**config.mk**
```make
export PLATFORM = sky130hd
export DESIGN_NAME = fx3_out_path_flat
export DESIGN_NICKNAME = d
export VERILOG_FILES = /design/src/rtl/fx3_out_path_pkg.sv /design/src/rtl/fx3_out_path_if.sv /design/src/rtl/fx3_out_path.sv /design/src/flat_wrapper.sv
export SDC_FILE = /design/constraint.sdc
export NUM_CORES = 1
export LEC_CHECK = 0
export ABC_AREA = 1
export BUFFER_PORTS_ARGS = -buffer_cell sky130_fd_sc_hd__buf_2
export CORE_MARGIN = 2
export CORE_UTILIZATION = 53
export DETAILED_ROUTE_END_ITERATION = 7
export PLACE_DENSITY = 0.8
export SLEW_MARGIN = 10
export SYNTH_ARGS = -nofsm -noshare
export SYNTH_HDL_FRONTEND = slang
export SYNTH_SLANG_ARGS = --single-unit
```
**constraint.sdc**
```tcl
create_clock -name clk -period 1.95 [get_ports clk]
set_clock_uncertainty 0.1 [all_clocks]
set_input_delay 0.0975 -clock clk [delete_from_list [all_inputs] [get_ports clk]]
set_output_delay 0.0975 -clock clk [all_outputs]
set_load 0.02 [all_outputs]
```
**src/rtl/fx3_out_path_pkg.sv**
```systemverilog
// Shared FX3 definitions: out-path state encoding and default DMA geometry.
package fx3_out_path_pkg;

  localparam int FX3_DMA_BUF_WORDS = 256;
  localparam int FX3_SIZE_WIDTH    = 24;
  localparam int FX3_DATA_WIDTH    = 32;

  typedef enum logic [2:0] {
    ST_IDLE     = 3'd0,
    ST_WAIT_BUF = 3'd1,
    ST_WRITE    = 3'd2,
    ST_BUF_DONE = 3'd3,
    ST_FINISH   = 3'd4
  } fx3_out_state_t;

endpackage

```
**src/rtl/fx3_out_path_if.sv**
```systemverilog
// Bus-controller, ping-pong FIFO and GPIF signals of the FX3 out path.
interface fx3_out_path_if
  import fx3_out_path_pkg::*;
#(
  parameter int SIZE_WIDTH = FX3_SIZE_WIDTH
) ();

  logic                      o_ready;
  logic                      i_enable;
  logic                      o_busy;
  logic                      o_finished;
  logic                      i_dma_buf_ready;
  logic                      o_dma_buf_finished;
  logic                      i_rd_rdy;
  logic                      o_rd_act;
  logic [SIZE_WIDTH-1:0]     i_rd_size;
  logic                      o_rd_stb;
  logic [FX3_DATA_WIDTH-1:0] i_rd_data;
  logic [FX3_DATA_WIDTH-1:0] o_data;
  logic                      o_write;
  logic                      o_packet_end;

  modport master (
    output o_ready, o_busy, o_finished, o_dma_buf_finished, o_rd_act, o_rd_stb,
           o_data, o_write, o_packet_end,
    input  i_enable, i_dma_buf_ready, i_rd_rdy, i_rd_size, i_rd_data
  );

  modport slave (
    input  o_ready, o_busy, o_finished, o_dma_buf_finished, o_rd_act, o_rd_stb,
           o_data, o_write, o_packet_end,
    output i_enable, i_dma_buf_ready, i_rd_rdy, i_rd_size, i_rd_data
  );

endinterface

```
**src/rtl/fx3_out_path.sv**
```systemverilog
// Moves one ping-pong FIFO block into FX3 DMA buffers over the GPIF write port.
//
// state    | meaning
// IDLE     | no transfer; o_ready when a FIFO block waits
// WAIT_BUF | block owned, waiting for a free FX3 DMA buffer
// WRITE    | strobing FIFO words into the current DMA buffer
// BUF_DONE | buffer filled or closed, waiting for the socket to drop ready
// FINISH   | block drained, o_finished held until the grant is removed
module fx3_out_path
  import fx3_out_path_pkg::*;
#(
  parameter int DMA_BUF_WORDS = FX3_DMA_BUF_WORDS,
  parameter int SIZE_WIDTH    = FX3_SIZE_WIDTH
) (
  input  logic           clk,
  input  logic           rst,
  fx3_out_path_if.master bus
);

  localparam int                    BC_W     = $clog2(DMA_BUF_WORDS) + 1;
  localparam logic [BC_W-1:0]       BUF_FULL = BC_W'(DMA_BUF_WORDS);
  localparam logic [BC_W-1:0]       BUF_LAST = BC_W'(DMA_BUF_WORDS - 1);
  localparam logic [BC_W-1:0]       BC_ONE   = BC_W'(1);
  localparam logic [SIZE_WIDTH-1:0] ONE_WORD = SIZE_WIDTH'(1);

  fx3_out_state_t            state;
  logic [SIZE_WIDTH-1:0]     remaining;
  logic [BC_W-1:0]           buf_count;
  logic                      rd_act;
  logic                      busy;
  logic                      finished;
  logic                      buf_finished;
  logic                      write;
  logic                      packet_end;
  logic [FX3_DATA_WIDTH-1:0] data;
  logic                      stb;
  logic                      last_word;
  logic                      last_in_buf;
  logic                      in_xfer;

  // The strobe is combinational so a dropped grant or reset stops the pop in the same cycle.
  assign stb = !rst && bus.i_enable && (state == ST_WRITE) &&
               (remaining != '0) && (buf_count < BUF_FULL);
  assign last_word   = (remaining == ONE_WORD);
  assign last_in_buf = (buf_count == BUF_LAST);
  assign in_xfer     = (state == ST_WAIT_BUF) || (state == ST_WRITE) || (state == ST_BUF_DONE);

  assign bus.o_ready            = bus.i_rd_rdy && !rd_act && (state == ST_IDLE);
  assign bus.o_busy             = busy;
  assign bus.o_finished         = finished;
  assign bus.o_dma_buf_finished = buf_finished;
  assign bus.o_rd_act           = rd_act;
  assign bus.o_rd_stb           = stb;
  assign bus.o_data             = data;
  assign bus.o_write            = write;
  assign bus.o_packet_end       = packet_end;

  always_ff @(posedge clk) begin
    if (rst) begin
      state        <= ST_IDLE;
      remaining    <= '0;
      buf_count    <= '0;
      rd_act       <= 1'b0;
      busy         <= 1'b0;
      finished     <= 1'b0;
      buf_finished <= 1'b0;
      write        <= 1'b0;
      packet_end   <= 1'b0;
      data         <= '0;
    end else begin
      write        <= 1'b0;
      packet_end   <= 1'b0;
      buf_finished <= 1'b0;
      if (!bus.i_enable && in_xfer) begin
        rd_act <= 1'b0;
        busy   <= 1'b0;
        state  <= ST_IDLE;
      end else begin
        unique case (state)
          ST_IDLE: begin
            if (bus.i_enable && bus.i_rd_rdy) begin
              rd_act    <= 1'b1;
              busy      <= 1'b1;
              remaining <= bus.i_rd_size;
              state     <= (bus.i_rd_size == '0) ? ST_FINISH : ST_WAIT_BUF;
            end
          end
          ST_WAIT_BUF: begin
            if (bus.i_dma_buf_ready) begin
              buf_count <= '0;
              state     <= ST_WRITE;
            end
          end
          ST_WRITE: begin
            if (stb) begin
              remaining  <= remaining - ONE_WORD;
              buf_count  <= buf_count + BC_ONE;
              data       <= bus.i_rd_data;
              write      <= 1'b1;
              // A buffer that fills exactly on the last word is closed by size, not by a short packet.
              packet_end <= last_word && !last_in_buf;
              if (last_word || last_in_buf) begin
                buf_finished <= 1'b1;
                state        <= ST_BUF_DONE;
              end
            end
          end
          ST_BUF_DONE: begin
            if (!bus.i_dma_buf_ready) begin
              if (remaining != '0) begin
                state <= ST_WAIT_BUF;
              end else begin
                rd_act <= 1'b0;
                state  <= ST_FINISH;
              end
            end
          end
          ST_FINISH: begin
            busy   <= 1'b0;
            rd_act <= 1'b0;
            if (bus.i_enable) begin
              finished <= 1'b1;
            end else begin
              finished <= 1'b0;
              state    <= ST_IDLE;
            end
          end
          default: state <= ST_IDLE;
        endcase
      end
    end
  end

endmodule
```
**src/flat_wrapper.sv**
```systemverilog
// flat-port wrapper written by rule: the top's interface ports become plain ports
module fx3_out_path_flat import fx3_out_path_pkg::*;
#(
  parameter int DMA_BUF_WORDS = FX3_DMA_BUF_WORDS,
  parameter int SIZE_WIDTH    = FX3_SIZE_WIDTH
)
  (clk, rst, bus_o_ready, bus_o_busy, bus_o_finished, bus_o_dma_buf_finished, bus_o_rd_act, bus_o_rd_stb, bus_o_data, bus_o_write, bus_o_packet_end, bus_i_enable, bus_i_dma_buf_ready, bus_i_rd_rdy, bus_i_rd_size, bus_i_rd_data);
  fx3_out_path_if #(.SIZE_WIDTH(SIZE_WIDTH)) bus_i ();
  input  logic clk;
  input  logic rst;
  output wire logic [$bits(bus_i.o_ready)-1:0] bus_o_ready;
  output wire logic [$bits(bus_i.o_busy)-1:0] bus_o_busy;
  output wire logic [$bits(bus_i.o_finished)-1:0] bus_o_finished;
  output wire logic [$bits(bus_i.o_dma_buf_finished)-1:0] bus_o_dma_buf_finished;
  output wire logic [$bits(bus_i.o_rd_act)-1:0] bus_o_rd_act;
  output wire logic [$bits(bus_i.o_rd_stb)-1:0] bus_o_rd_stb;
  output wire logic [$bits(bus_i.o_data)-1:0] bus_o_data;
  output wire logic [$bits(bus_i.o_write)-1:0] bus_o_write;
  output wire logic [$bits(bus_i.o_packet_end)-1:0] bus_o_packet_end;
  input wire logic [$bits(bus_i.i_enable)-1:0] bus_i_enable;
  input wire logic [$bits(bus_i.i_dma_buf_ready)-1:0] bus_i_dma_buf_ready;
  input wire logic [$bits(bus_i.i_rd_rdy)-1:0] bus_i_rd_rdy;
  input wire logic [$bits(bus_i.i_rd_size)-1:0] bus_i_rd_size;
  input wire logic [$bits(bus_i.i_rd_data)-1:0] bus_i_rd_data;
  assign bus_o_ready = bus_i.o_ready;
  assign bus_o_busy = bus_i.o_busy;
  assign bus_o_finished = bus_i.o_finished;
  assign bus_o_dma_buf_finished = bus_i.o_dma_buf_finished;
  assign bus_o_rd_act = bus_i.o_rd_act;
  assign bus_o_rd_stb = bus_i.o_rd_stb;
  assign bus_o_data = bus_i.o_data;
  assign bus_o_write = bus_i.o_write;
  assign bus_o_packet_end = bus_i.o_packet_end;
  assign bus_i.i_enable = bus_i_enable;
  assign bus_i.i_dma_buf_ready = bus_i_dma_buf_ready;
  assign bus_i.i_rd_rdy = bus_i_rd_rdy;
  assign bus_i.i_rd_size = bus_i_rd_size;
  assign bus_i.i_rd_data = bus_i_rd_data;
  fx3_out_path #(.DMA_BUF_WORDS(DMA_BUF_WORDS), .SIZE_WIDTH(SIZE_WIDTH)) u_core (.clk(clk), .rst(rst), .bus(bus_i));
endmodule
```
; Word-level counts from Yosys, hierarchy flattened
; Index checks and enable logic that the tools add are counted.
[word_totals]
ff_bits = 74
in_bits = 61
output_inout_bits = 40
[op_classes]
add_sub_neg = 2
n_lt_le_gt_ge = 1
eq_ne = 13
muxes = 23
bitwise_logic = 3
n_reduce_logical = 33
[op_table]
columns = operator, n
row1 = 24-bit 2-to-1 mux, 2
row2 = 24-bit one-hot mux with 2 select lines, 1
row3 = 24-bit by 1-bit == test with 1-bit output (second input constant), 1
row4 = 24-bit logical NOT, 1
row5 = 3-bit 2-to-1 mux, 8
row6 = 24-bit nonzero test, 1
row7 = 24-bit by 1-bit subtractor with 24-bit output (second input constant), 1
row8 = 9-bit 2-to-1 mux, 2
row9 = 9-bit one-hot mux with 2 select lines, 1
row10 = 3-bit one-hot mux with 5 select lines, 1
row11 = 2-bit inequality test (second input constant), 7
row12 = 4-bit AND reduction, 3
row13 = 9-bit by 1-bit adder with 9-bit output (second input constant), 1
row14 = 9-bit by 8-bit == test with 1-bit output (second input constant), 1
row15 = 1-bit logical AND, 9
row16 = 9-bit less-than comparator (second input constant), 1
row17 = 3-bit by 2-bit == test with 1-bit output (second input constant), 2
row18 = 1-bit 2-to-1 mux, 6
row19 = 6-bit AND reduction, 1
row20 = 2-bit nonzero test, 3
row21 = 1-bit logical NOT, 4
row22 = 2-bit AND reduction, 2
row23 = 4-bit OR reduction, 1
row24 = 3-bit by 1-bit == test with 1-bit output (second input constant), 1
row25 = other kinds (10), 14

; Logic depth before layout (Yosys ltp)
; Gate-level depths: netlist (run 1).
[depth]
depth_word = 7
ltp_mapped = 13

; Worst setup path before layout (run 1)
; OpenSTA, ideal clock, no wires.
[synth_path]
path_type = flip-flop to flip-flop
startpoint = reg u_core.remaining[0]
endpoint = reg u_core.buf_count[1]
setup_ns = 0.119
arrival_time_ns = 1.535
t_required_ns = 1.731
setup_slack_ns = 0.197
path_stages_with_launch = 14
path_buffers = 2
synth_period_minus_slack_ns = 1.753
cell_sequence = dfxtp_1 inv_1 ha_1 nand2_2 nor2_4 nand3_4 nand2_4 buf_8 nand2_4 nand2_4 buf_8 nand2_1 o21ai_1 nor2_1
[synth_between]
elab_chain_cells = 5
[synth_rtl]
columns = item, line
row1 = from (decl), fx3_out_path.sv:27  ; logic [SIZE_WIDTH-1:0] remaining;
row2 = from (signal assigned), fx3_out_path.sv:84  ; remaining <= bus.i_rd_size;
row3 = from (signal assigned), fx3_out_path.sv:96  ; remaining <= remaining - ONE_WORD;
row4 = 24-bit nonzero test, fx3_out_path.sv:43  ; (remaining != '0) && (buf_count < BUF_FULL);
row5 = 1-bit logical AND, fx3_out_path.sv:42  ; assign stb = !rst && bus.i_enable && (state == ST_WRITE) &&
row6 = 1-bit logical AND, fx3_out_path.sv:43
row7 = 2-bit inequality test (no line), -
row8 = 4-bit AND reduction (no line), -
row9 = to (signal assigned), fx3_out_path.sv:97  ; buf_count <= buf_count + BC_ONE;
row10 = to (decl), fx3_out_path.sv:28  ; logic [BC_W-1:0] buf_count;
; Every way passes these cells.
; A chain may end at the register's enable or synchronous reset.

; Worst setup path after layout (run 1)
[layout_path]
startpoint = reg u_core.remaining[0]
endpoint = out bus_o_rd_stb
[layout_between]
elab_chain_cells = 3
[layout_rtl]
columns = item, line
row1 = 24-bit nonzero test, fx3_out_path.sv:43
row2 = 1-bit logical AND, fx3_out_path.sv:42
row3 = 1-bit logical AND, fx3_out_path.sv:43
row4 = to (decl), flat_wrapper.sv:16  ; output wire logic [$bits(bus_i.o_rd_stb)-1:0] bus_o_rd_stb;
; Every way passes these cells.

==> impl_metrics.env, run 1 <==
export IMPL_outcome="complete, no violations"
export IMPL_drv_cap=0
export IMPL_worst_slew_pin_slew_ns=0.4526
export IMPL_final_common_cell="nor2_1"
export IMPL_power_switching_mw=4.006
export IMPL_crit_fanout=33
export IMPL_die_y_um=91.11
export IMPL_chipWidth_um=91.11
export IMPL_dpl_hpwl_um=7563
export IMPL_synth_warnings=0
export IMPL_required_ns=1.75
export IMPL_syn2layout_area_growth_pct=34.10
export IMPL_met1_usage_pct=34.67
export IMPL_synthesis_area_um2=4021
export IMPL_first_pass_iters=5
export IMPL_ff2ff_setup_slack_ns=0.08
export IMPL_cts_made_buffers=9
export IMPL_first_global_vias=4241
export IMPL_drv_slew=0
export IMPL_dp_cells=795
export IMPL_drc=0
export IMPL_hold_viol_final=0
export IMPL_grt_pass1_wl_um=19330
export IMPL_drive_gt1_share_pct=27.11
export IMPL_port_buffers=100
export IMPL_p_leak_nw=2.499
export IMPL_gp_congestion=0.9004
export IMPL_cts_htree_levels=3
export IMPL_grt_max_degree=50
export IMPL_cts_tree="yes"
export IMPL_hold_class="input pin to register"
export IMPL_layout_common_cells="nor2_1 (154), nand2_1 (113), buf_2 (99)"
export IMPL_pwr_share_seq_pct=28.1
export IMPL_syn_num_nets=676
export IMPL_cts_clk_slew_worst_paths_ns=0.09
export IMPL_clockPowerShare_pct=15.5
export IMPL_wl_per_cell_um=13.88
export IMPL_synth_seq_cells=74
export IMPL_drtIter0Drc=248
export IMPL_layout_cells_non_filler=859
export IMPL_routed_via_density=5.198
export IMPL_grt_util_met2_pct=49.81
export IMPL_grt_setup_unrepaired="yes"
export IMPL_p_per_area_nw_per_um2=1519
export IMPL_num_antenna_cells=0
export IMPL_antenna_found_initial=0
export IMPL_switching_share_pct=48.92
export IMPL_start_util_pct=55.15
export IMPL_endpoint_kind="output pin"
export IMPL_seq_area_frac_synth_pct=36.84
export IMPL_ys_types=33
export IMPL_grt_ovfl_total=0
export IMPL_timing_fmax_mhz=521.8
export IMPL_final_antenna_net_count=0
export IMPL_num_rows=31
export IMPL_synthCells=611
export IMPL_dieArea_um2=8300
export IMPL_use_met3_pct=4.647
export IMPL_period_minus_slack_ns=1.916
export IMPL_peakVddDrop_uv=1023
export IMPL_slew_headroom_pct=69.83
export IMPL_drt_wl_total_um=11930
export IMPL_nNetsFinal=820
export IMPL_internal_power_mw=4.184
export IMPL_comb_power_share_pct=56.4
export IMPL_core_um2=7292
export IMPL_cp_start_kind="register"
export IMPL_track_usage_pct=28.24
export IMPL_cp_arrival_ns=1.72
export IMPL_clock_sinks=74
export IMPL_crit_type="register to output pin"
export IMPL_fin_setup_tns_ns=0
export IMPL_period_share_pct=98.27
export IMPL_root_buffer="clkbuf_8"
export IMPL_grt_busiest_layer="met2"
export IMPL_postSynthAreaPerCell_um2=6.582
export IMPL_io_pins=101
export IMPL_setup_violations_final=0
export IMPL_via_count=4465
export IMPL_clk_path_buf_depth=2
export IMPL_clkLatencyLatePin_ns=0.35
timing repair:
item                                   CTS  global route
endpoints found under the hold margin   39             0
hold buffers                            39             0
pin swaps                                4            10
setup endpoints to repair                1            56
gates resized for setup                 13            29
setup buffers                            4             5
gates cloned                             0             0
state kept, by name, summed over array words and instances, names as in the netlist:
register and cells:
u_core.bus.o_finished 1, u_core.bus.o_busy 1, u_core.bus.o_dma_buf_finished 1, u_core.buf_count 9
u_core.state 3, u_core.bus.o_data 32, u_core.bus.o_write 1, u_core.remaining 24
u_core.bus.o_rd_act 1, u_core.bus.o_packet_end 1
through the flow:
step	instance area, um^2	power (mW)	utilization (%)	hold WS (ns)	setup slack, ns
after floorplan	4021	5.439	-	0.1606	0.1966
after global placement	4596	6.238	63.02	0.2490	0.1792
after detailed placement	4596	6.377	63.02	0.2601	0.1014
after CTS	5269	7.854	72.25	0.01153	0.006497
after global routing	5393	8.815	73.95	0.04637	-0.04429
final	5393	8.190	73.95	0.01530	0.03371
critical path, stage by stage, from the launching register on:
cell and delay (ns):
dfxtp_2 0.34, inv_2 0.09, ha_4 0.15, nand2_2 0.08, nor2_4 0.14, nand3_4 0.11
nand2_8 0.09, inv_2 0.05, buf_12 0.16, buf_6 0.14
routing by layer:
layer,vias to the layer above,share of wire [%]
met5,-,0
met4,0,2.3
met3,26,5.9
met2,159,50
met1,2055,42
li1,2225,-
cell families (layout without fill, tap and decap cells):
group	after synthesis	count (layout)	synth area share, %
AOI/OAI and AO/OA	98	98	13.47
xor gates and xnor gates	11	11	2.396
adders and majority gates	4	4	1.245
buffers and inverters	69	218	7.747
DFF	74	74	36.84
and+or+nand+nor	355	355	38.30
power groups by stage:
stage / logic [mW] / registers [mW] / clock network (mW)
after floorplan: 3.16 / 2.28 / 0
after global placement: 3.99 / 2.25 / 0
after detailed placement: 4.11 / 2.27 / 0
after CTS: 4.32 / 2.25 / 1.29
after global routing: 5.12 / 2.35 / 1.35
final: 4.62 / 2.30 / 1.27
synthesized netlist by cell type (all sizes together):
| cell | n | share of area, % |
|---|---|---|
| buf | 18 | 3.0 |
| nand4 | 9 | 1.4 |
| xnor2 | 3 | 0.65 |
| nand3 | 30 | 4.2 |
| a21oi | 28 | 4.4 |
| nand3b | 1 | 0.19 |
| or2 | 5 | 0.78 |
| o22ai | 1 | 0.16 |
| xor2 | 8 | 1.7 |
| o21bai | 2 | 0.37 |
| nor2 | 173 | 17 |
| nand2 | 132 | 14 |
| o21ai | 66 | 8.3 |
| inv | 45 | 4.2 |
| dfxtp | 74 | 37 |
| ha | 4 | 1.2 |
| o2bb2ai | 1 | 0.22 |
| nor3 | 5 | 0.62 |
| clkbuf | 6 | 0.56 |
worst paths after layout:
check / from / end / cells past startpoint
hold / removal: bus_i_rd_size[20] / u_core.remaining[20] / 5
hold reg to reg: u_core.bus.o_finished / u_core.bus.o_finished / 2
setup reg to reg: u_core.remaining[0] / u_core.buf_count[8] / 12
setup / recovery: u_core.remaining[0] / bus_o_rd_stb / 9
cell type report:
cell class	instances	area (um^2)
Multi-Input combinational cell	468	2322
Fill cell	571	1899
Sequential cell	74	1494
Timing Repair Buffer	157	1077
Inverter	45	168.9
Clock buffer	9	123.9
Tap cell	99	123.9
Clock inverter	7	82.58
(Power assumes the default switching activity.)
==> inputs of run 2 (changes only) <==
ABC_AREA = default   (was 1)
clock period = 2.2 ns   (was 1.95 ns; I/O delays follow)
==> impl_metrics.env, run 2 <==
export IMPL_synth_top_cell_area_share_pct=39.06
export IMPL_dieArea_um2=7848
export IMPL_routed_via_density=5.989
export IMPL_yosys_top_cells_count="nand2_1 (90), dfxtp_1 (74), a21oi_1 (71)"
export IMPL_grt_setup_unrepaired="yes"
export IMPL_first_pass_iters=5
export IMPL_syn2layout_area_growth_pct=43.81
export IMPL_outcome="finished, violations left"
export IMPL_drtIter0Drc=435
export IMPL_ys_async_sr_fraction_pct=0
export IMPL_wl_per_cell_um=17.05
export IMPL_crit_fanout=9
export IMPL_cp_arrival_ns=2.50
export IMPL_track_usage_pct=31.64
export IMPL_antenna_found_initial=0
export IMPL_required_ns=2.38
export IMPL_pwr_share_seq_pct=30.1
export IMPL_drv_cap=0
export IMPL_synth_seq_cells=74
export IMPL_first_global_vias=4116
export IMPL_grt_ovfl_total=0
export IMPL_cts_clk_slew_worst_paths_ns=0.09
export IMPL_root_buffer="clkbuf_8"
export IMPL_cp_start_kind="register"
export IMPL_violations="setup timing"
export IMPL_final_antenna_net_count=0
export IMPL_clkLatencyLatePin_ns=0.35
export IMPL_power_switching_mw=1.942
export IMPL_fin_ws_ns=-0.1232
export IMPL_postSynthAreaPerCell_um2=7.677
export IMPL_start_util_pct=55.21
export IMPL_period_minus_slack_ns=2.323
export IMPL_gp_congestion=0.9289
export IMPL_num_rows=30
export IMPL_layout_common_cells="buf_2 (99), nand2_1 (90), a21oi_1 (69)"
export IMPL_core_um2=6869
export IMPL_seq_area_frac_synth_pct=39.06
export IMPL_synth_most_common_cell="nand2_1"
export IMPL_dp_cells=693
export IMPL_crit_type="register to register"
export IMPL_drv_slew=0
export IMPL_synthesis_area_um2=3792
export IMPL_slew_headroom_pct=64.36
export IMPL_drc=0
export IMPL_p_per_area_nw_per_um2=952.3
export IMPL_comb_power_share_pct=46.0
export IMPL_layout_cells_non_filler=754
export IMPL_endpoint_kind="register"
export IMPL_die_y_um=88.59
export IMPL_io_pins=101
export IMPL_grt_pass1_wl_um=19560
export IMPL_hold_ws_ns=0.01214
export IMPL_cts_htree_levels=3
export IMPL_place_ws_ns=-0.05029
export IMPL_timing_fmax_mhz=430.4
export IMPL_final_common_cell="buf_2"
export IMPL_p_leak_nw=2.244
export IMPL_synthCells=494
export IMPL_period_share_pct=105.6
export IMPL_yosys_area_top_type="dfxtp_1"
export IMPL_clockPowerShare_pct=23.9
export IMPL_clk_path_buf_depth=2
export IMPL_worst_slew_pin_slew_ns=0.5346
export IMPL_chipWidth_um=88.59
export IMPL_dpl_hpwl_um=7494
export IMPL_hold_viol_final=0
export IMPL_switching_share_pct=37.39
export IMPL_hold_class="input pin to register"
export IMPL_setup_violations_final=36
export IMPL_ys_types=58
export IMPL_num_antenna_cells=0
export IMPL_port_buffers=100
export IMPL_cts_made_buffers=9
export IMPL_peakVddDrop_uv=546.7
export IMPL_synthFlopType="dfxtp_1"
export IMPL_grt_max_degree=55
export IMPL_ys_top_cells_by_area="dfxtp_1 (39%), a21oi_1 (9.4%), nand2_1 (8.9%)"
export IMPL_largest_register_ffs=32
export IMPL_internal_power_mw=3.252
export IMPL_cts_tree="yes"
export IMPL_syn_num_nets=559
export IMPL_synth_edff_count=0
export IMPL_drt_wl_total_um=12860
export IMPL_nNetsFinal=718
export IMPL_drive_gt1_share_pct=31.46
export IMPL_via_count=4516
export IMPL_clock_sinks=74
export IMPL_synth_warnings=0
[run 2: repair_timing]
action / CTS / global route
pin swaps: 10 / 4
endpoints found under the hold margin: 33 / 0
buffers inserted: 5 / 7
hold buffers: 33 / 0
cloned: 1 / 0
setup endpoints to repair: 34 / 52
gates resized for setup: 23 / 19
[run 2: metrics by stage]
step / util (%) / cell area [um^2] / setup TNS, ns / power (mW)
after floorplan: - / 3814 / -0.001157 / 2.787
after global placement: 67.23 / 4618 / -0.09393 / 3.462
after detailed placement: 67.23 / 4618 / -0.1799 / 3.499
after CTS: 77.32 / 5311 / -0.3535 / 4.880
after global routing: 79.40 / 5454 / -4.986 / 5.437
final: 79.40 / 5454 / -1.311 / 5.194
[run 2: power by group through the flow]
stage,logic (mW),clock network [mW],registers (mW)
CTS,2.08,1.25,1.55
finish,2.39,1.24,1.56
detailed placement,1.92,0,1.58
global placement,1.89,0,1.57
global route,2.55,1.31,1.58
floorplan,1.17,0,1.62
[run 2: worst paths after layout]
path,cells after the start,start,slack (ns),to
worst max register to register,6,u_core.state[1],-0.12,u_core.buf_count[7]
worst max-delay path,6,u_core.state[1],-0.12,u_core.buf_count[7]
worst min-delay path,3,bus_i_rd_size[16],0.01,u_core.remaining[16]
worst min register to register,2,u_core.bus.o_data[3],0.36,u_core.bus.o_data[3]
[run 2: final cells by class]
| cell class | instances | area [um^2] |
|---|---|---|
| Clock inverter | 6 | 95.09 |
| Tap cell | 96 | 120.1 |
| Timing Repair Buffer | 186 | 1345 |
| Clock buffer | 10 | 137.6 |
| Sequential cell | 74 | 1493 |
| Multi-Input combinational cell | 371 | 2215 |
| Fill cell | 458 | 1415 |
| Inverter | 11 | 48.80 |
[run 2: per-layer routing]
layer / track usage, % / share of wire [%] / vias up
met5: 0 / 0 / -
met4: 11.57 / 2.4 / 0
met3: 5.784 / 7.8 / 36
met2: 53.79 / 50 / 256
met1: 40.20 / 39 / 2111
li1: - / - / 2113
[run 2: critical path, cell delays in order (launching register included)]
cell	delay, ns
dfxtp_2	0.34
or3b_4	0.38
or3_4	0.38
a21o_4	0.22
buf_6	0.14
or4_4	0.52
a21oi_2	0.16
[run 2: cell families after synthesis]
logic type | share of synthesized area (%)
simple gates | 27.78
compound gates | 24.81
buf+inv | 5.378
mux | 0.2639
flops | 39.06
fa+ha+maj | 1.320
xor+xnor | 1.386
